===== src/rtl/ex_operand_stage.sv =====
// ---------------------------------------------------------------------------
// ex_operand_stage
//
// EX-stage operand unit for the pipelined MIPS core. It resolves rs and rt
// against NFWD downstream producers, with index 0 (EX/MEM) youngest and
// highest priority. A matching producer whose data is not yet available
// (load-use) blocks the bundle and raises stall. It selects the destination
// register and registers the resolved operands into the EX/MEM boundary
// behind a valid/ready handshake.
//
// Optional feature: define EXOP_STALL_CNT_EN to add a 16-bit saturating
// stall cycle counter on output stall_cnt.
//
// Parameters:
//   DW       data width
//   AW       register address width
//   NFWD     number of forwarding producers (>= 1)
//   LINK_REG destination register for link (regdst = 2'b10)
//
// Ports:
//   clk, reset_n                 clock (rising edge), async active-low reset
//   in_valid / in_ready          ID/EX bundle handshake
//   in_rs_addr/in_rt_addr/in_rd_addr  register numbers
//   in_rs_data/in_rt_data        register-file read values
//   in_imm, in_alusrc            immediate and srcb select (1 = immediate)
//   in_regdst                    00 rt, 01 rd, 10 LINK_REG, 11 register 0
//   fwd_wen/fwd_addr/fwd_data/fwd_rdy  packed per-producer forwarding info
//   out_valid / out_ready        EX/MEM bundle handshake
//   out_srca/out_srcb/out_wdata  ALU A, ALU B, store data
//   out_wreg                     destination register
//   stall                        in_valid && !in_ready, holds ID/IF
//   stall_cnt                    (EXOP_STALL_CNT_EN only) stall cycle count
// ---------------------------------------------------------------------------
module ex_operand_stage #(
  parameter int DW       = 32,
  parameter int AW       = 5,
  parameter int NFWD     = 3,
  parameter int LINK_REG = 31
) (
  input  logic                 clk,
  input  logic                 reset_n,
  input  logic                 in_valid,
  output logic                 in_ready,
  input  logic [AW-1:0]        in_rs_addr,
  input  logic [AW-1:0]        in_rt_addr,
  input  logic [AW-1:0]        in_rd_addr,
  input  logic [DW-1:0]        in_rs_data,
  input  logic [DW-1:0]        in_rt_data,
  input  logic [DW-1:0]        in_imm,
  input  logic                 in_alusrc,
  input  logic [1:0]           in_regdst,
  input  logic [NFWD-1:0]      fwd_wen,
  input  logic [NFWD*AW-1:0]   fwd_addr,
  input  logic [NFWD*DW-1:0]   fwd_data,
  input  logic [NFWD-1:0]      fwd_rdy,
  output logic                 out_valid,
  input  logic                 out_ready,
  output logic [DW-1:0]        out_srca,
  output logic [DW-1:0]        out_srcb,
  output logic [DW-1:0]        out_wdata,
  output logic [AW-1:0]        out_wreg,
  output logic                 stall
`ifdef EXOP_STALL_CNT_EN
  ,
  output logic [15:0]          stall_cnt
`endif
);

  typedef struct packed {
    logic          hz;
    logic [DW-1:0] val;
  } res_t;

  // Operand resolution. The loop walks from the oldest producer to the
  // youngest so the last assignment (lowest index) wins; only that producer's
  // ready bit matters, so an older ready copy never masks a younger load.
  function automatic res_t resolve(
    input logic [AW-1:0]      addr,
    input logic [DW-1:0]      rf_data,
    input logic [NFWD-1:0]    wen,
    input logic [NFWD*AW-1:0] faddr,
    input logic [NFWD*DW-1:0] fdata,
    input logic [NFWD-1:0]    frdy
  );
    res_t          r;
    logic          hit;
    logic          rdy;
    logic [DW-1:0] d;
    hit = 1'b0;
    rdy = 1'b0;
    d   = rf_data;
    for (int i = NFWD - 1; i >= 0; i--) begin
      if (wen[i] && (faddr[i*AW +: AW] == addr)) begin
        hit = 1'b1;
        rdy = frdy[i];
        d   = fdata[i*DW +: DW];
      end
    end
    // Register 0 is hardwired: never forwarded, never a hazard.
    if (addr == '0) begin
      r.val = '0;
      r.hz  = 1'b0;
    end else begin
      r.val = d;
      r.hz  = hit && !rdy;
    end
    return r;
  endfunction

  function automatic logic [AW-1:0] sel_wreg(
    input logic [1:0]    regdst,
    input logic [AW-1:0] rt,
    input logic [AW-1:0] rd
  );
    logic [AW-1:0] w;
    case (regdst)
      2'b00:   w = rt;
      2'b01:   w = rd;
      2'b10:   w = AW'(LINK_REG);
      default: w = '0;
    endcase
    return w;
  endfunction

  function automatic logic [15:0] sat_inc16(input logic [15:0] v);
    return (v == 16'hFFFF) ? v : v + 16'd1;
  endfunction

  res_t          rs_r;
  res_t          rt_r;
  logic          hazard;
  logic          accept;
  logic [DW-1:0] srca_d;
  logic [DW-1:0] srcb_d;
  logic [DW-1:0] wdata_d;
  logic [AW-1:0] wreg_d;

  logic          vld_p1;
  logic [DW-1:0] srca_p1;
  logic [DW-1:0] srcb_p1;
  logic [DW-1:0] wdata_p1;
  logic [AW-1:0] wreg_p1;

  // ---- Stage 0: combinational resolve, hazard and handshake ----
  always_comb begin
    rs_r = resolve(in_rs_addr, in_rs_data, fwd_wen, fwd_addr, fwd_data, fwd_rdy);
    rt_r = resolve(in_rt_addr, in_rt_data, fwd_wen, fwd_addr, fwd_data, fwd_rdy);
  end

  // rt hazard counts even with alusrc=1: store data still needs rt.
  assign hazard   = rs_r.hz || rt_r.hz;
  assign in_ready = (!vld_p1 || out_ready) && !hazard;
  assign accept   = in_valid && in_ready;
  assign stall    = in_valid && !in_ready;

  assign srca_d  = rs_r.val;
  assign wdata_d = rt_r.val;
  assign srcb_d  = in_alusrc ? in_imm : rt_r.val;
  assign wreg_d  = sel_wreg(in_regdst, in_rt_addr, in_rd_addr);

  // ---- Stage 1: EX/MEM boundary registers ----
  always_ff @(posedge clk or negedge reset_n) begin
    if (!reset_n) begin
      vld_p1   <= 1'b0;
      srca_p1  <= '0;
      srcb_p1  <= '0;
      wdata_p1 <= '0;
      wreg_p1  <= '0;
    end else if (accept) begin
      vld_p1   <= 1'b1;
      srca_p1  <= srca_d;
      srcb_p1  <= srcb_d;
      wdata_p1 <= wdata_d;
      wreg_p1  <= wreg_d;
    end else if (out_ready) begin
      vld_p1   <= 1'b0;
    end
  end

  assign out_valid = vld_p1;
  assign out_srca  = srca_p1;
  assign out_srcb  = srcb_p1;
  assign out_wdata = wdata_p1;
  assign out_wreg  = wreg_p1;

`ifdef EXOP_STALL_CNT_EN
  logic [15:0] stall_cnt_q;

  always_ff @(posedge clk or negedge reset_n) begin
    if (!reset_n) begin
      stall_cnt_q <= '0;
    end else if (stall) begin
      stall_cnt_q <= sat_inc16(stall_cnt_q);
    end
  end

  assign stall_cnt = stall_cnt_q;
`endif

endmodule


===== config.mk =====
export PLATFORM = sky130hd
export DESIGN_NAME = ex_operand_stage
export DESIGN_NICKNAME = d
export VERILOG_FILES = /design/src/rtl/ex_operand_stage.sv
export SDC_FILE = /design/constraint.sdc
export NUM_CORES = 1
export LEC_CHECK = 0
export BUFFER_PORTS_ARGS = -buffer_cell sky130_fd_sc_hd__buf_2
export CAP_MARGIN = 40
export CORE_MARGIN = 8
export CORE_UTILIZATION = 47
export CTS_CLUSTER_DIAMETER = 200
export DETAILED_ROUTE_END_ITERATION = 12
export GPL_ROUTABILITY_DRIVEN = 0
export PLACE_DENSITY = 0.82
export SYNTH_ARGS = -nofsm -noshare
export SYNTH_HDL_FRONTEND = slang
export SYNTH_SLANG_ARGS = --single-unit

===== constraint.sdc =====
create_clock -name clk -period 2.1 [get_ports clk]
set_clock_uncertainty 0.1 [all_clocks]
set_input_delay 0.21 -clock clk [delete_from_list [all_inputs] [get_ports clk]]
set_output_delay 0.21 -clock clk [all_outputs]
set_load 0.03 [all_outputs]

==> impl_metrics.ini <==
[route]
wirelength_um = 32200
drc_errors = 0
wl_per_cell_um = 24.6
drt_iter0_drc = 1096
vias = 8563
firstDrtPassIters = 6
antenna_left = 0
via_per_inst = 6.54

[synthesis]
synth_edf_count = 0
synth.area.top_cells = dfrtp_1, mux2_2, o21ai_0
synth_top_family_by_area = compound AO/OA/AOI/OAI gates
synthArstFlopShare_pct = 100
synth-simple-area-share_pct = 10.4
ys_seq_area_share_pct = 37.0
yosysWarnings = 0
syn_area_um2 = 6900
yosys.area.top_type_share_pct = 37.0
synth_ff_type = dfrtp_1
syn_area_per_cell_um2 = 9.13
synth_cell_types = 41
synth_xor_area_share_pct = 3.53
yosysTopAreaCell = dfrtp_1
synth_nets = 991
yosys.area_share.adder_pct = 0
synth_compound_gate_area_share_pct = 30.3
synth_seq_cells = 102
synth_mux_area_share_pct = 12.9
syn-instance-count = 756

[floorplan]
start_util_pct = 47.9
pin_count = 339
die_y_um = 137
die_area_um2 = 18800
coreArea_um2 = 14400
rows = 44
die_x_um = 137

[outcome]
status = finished with violations
violations = negative setup slack

[power_and_ir_drop]
peakVddDrop_uv = 413
total_power_mw = 7.74
power.density_nw_per_um2 = 769
power.leakage_nw = 4.69

[critical_path]
cp_max_fo = 3
worstPathRequired_ps = 1790
crit_start = fwd_addr[9]
critPathKind = in2out
timing.rr.start = out_valid$_DFFE_PN0P_
arrival_ps = 2010
cp-end-kind = primary output
crit_path_start_kind = primary input

[sta]
maxSlewHeadroom_pct = 55.3
fin_ws_ps = -219
setup_viol_count_final = 70
worst_slew_pin_slew_ps = 668
fmax_mhz = 431
finalMaxSlewViolations = 0
tns_ps = -8430
rsz0062_at_grt = true
finalHoldViolCount = 0
finalCritPeriodShare_pct = 110
fin_crit_ps = 2320
hold_ws_ps = 59.6

[placed_design]
hpwlAfterDp_um = 22600
io_buffers = 338

[global_route]
overflow = 0
grt_first_pass_wirelength_um = 45600
grt_pass1_vias = 8363
gr-usage-all-layers_pct = 31.4
grt_max_degree = 55
antenna_found_initial = 2

[clock_network]
cts_made_buffers = 9
htree_levels = 3
clockRootBuffer = clkbuf_16
worstSkewPairLatency_ps = 350
cts_tree = built
cts.sinks = 102
cts.path.max_buffers = 2
path_clk_slew_ps = 80

[cells_and_area]
post_route_cells_drive_above_1_share_pct = 46.1
nFillCells = 1131
nNetsFinal = 1354
syn_to_final_growth_pct = 45.8
post-route-util_pct = 69.8

[worst_hold_path]
hold_class = in2reg
hold_start = fwd_data[26]

[job]
max-cap-violations = 0
==> registers in the layout (all words and copies together), names as in the netlist <==
name       count
out_wreg       5
out_srcb      32
out_valid      1
out_wdata     32
out_srca      32
==> layout make-up <==
| class | instances | area (um^2) | area share [%] |
|---|---|---|---|
| Antenna cell | 2 | 5.00 | 0.0497 |
| Clock buffer | 11 | 243 | 2.41 |
| Clock inverter | 5 | 42.5 | 0.423 |
| Inverter | 16 | 60.1 | 0.596 |
| Multi-Input combinational cell | 566 | 4240 | 42.1 |
| Sequential cell | 102 | 2550 | 25.4 |
| Tap cell | 184 | 230 | 2.29 |
| Timing Repair Buffer | 424 | 2700 | 26.8 |
==> placed cells by master, fill, tap and decap left out, types with 8 or more instances in the layout <==
master	instances
o21ai_0	88
buf_2	327
a221oi_1	19
mux2i_1	26
a221o_1	19
nand3_1	19
a22oi_1	19
nor2_1	8
a2bb2oi_1	19
and2_1	20
mux2_2	20
buf_6	11
buf_4	61
xnor2_1	13
mux2_4	35
inv_1	15
clkbuf_16	13
o2bb2ai_1	32
a21oi_1	60
buf_12	15
dfrtp_1	102
o211ai_1	19
xor2_1	10
nand2_1	59
nor3_1	13
a222oi_1	14
a31oi_1	13
==> what timing repair did <==
| item | CTS | global route |
|---|---|---|
| setup endpoints to repair | 51 | 71 |
| gates resized for setup | 14 | 72 |
| pin swaps | 4 | 12 |
| hold buffers | 1 | 0 |
| endpoints found under the hold margin | 24 | 0 |
| setup buffers | 3 | 7 |
| gates cloned | 0 | 7 |
==> worst paths after layout <==
check / end / slack (ps) / cells past startpoint
max: stall / -220 / 11
min: out_srca[26]$_DFFE_PN0P_ / 60 / 3
max reg2reg: out_wdata[12]$_DFFE_PN0P_ / 260 / 6
min reg2reg: out_srca[1]$_DFFE_PN0P_ / 390 / 1
max in group asynchronous: out_srca[14]$_DFFE_PN0P_ / 1010 / 3
min in group asynchronous: out_wreg[4]$_DFFE_PN0P_ / 210 / 2
==> cells in the mapped netlist (all sizes together), types with 21 or more instances <==
master and count:
mux2 56, nand3 21, a21oi 61, clkbuf 58, nand2 59, o21ai 88, dfrtp 102, o2bb2ai 32
mux2i 26, and2 22
==> routing by layer <==
layer | global-route usage [%] | part of all wire (%) | vias to the layer above
met2 | 50.5 | 47 | 775
met4 | 14.0 | 4.7 | 0
met5 | 0 | 0 | -
met1 | 38.6 | 37 | 4019
li1 | - | - | 3617
met3 | 8.42 | 12 | 152
==> critical path, stage by stage <==
cell      delay [ps]
buf_4            120
buf_4            130
inv_1             40
a222oi_1         390
nand3_2          190
o21a_1           210
a21bo_2          200
buf_6            110
and3_4           150
nor2b_2          120
buf_6            140
==> stage by stage <==
| step | setup WS, ps | instances | instance area (um^2) |
|---|---|---|---|
| after floorplan | -272 | 756 | 6950 |
| after global placement | -370 | 1274 | 9210 |
| after detailed placement | -440 | 1274 | 9210 |
| after CTS | -104 | 1294 | 9590 |
| after global routing | -254 | 1310 | 10100 |
| final | -219 | 1310 | 10100 |
==> power by group <==
group	internal, mW	switching, mW
sequential	2.41	0.282
clock	0.852	0.798
combinational	1.35	2.06
total	4.61	3.14
==> cells by family (layout without fill, tap and decap cells) <==
group                  after synthesis  in the layout
AO/OA/AOI/OAI                      307            307
other                                0              2
multiplexers                        82             82
buffers and inverters               89            456
AND/OR/NAND/NOR                    149            150
XOR/XNOR                            27             27
flip-flops                         102            102
Power figures use the tool's default switching activity.
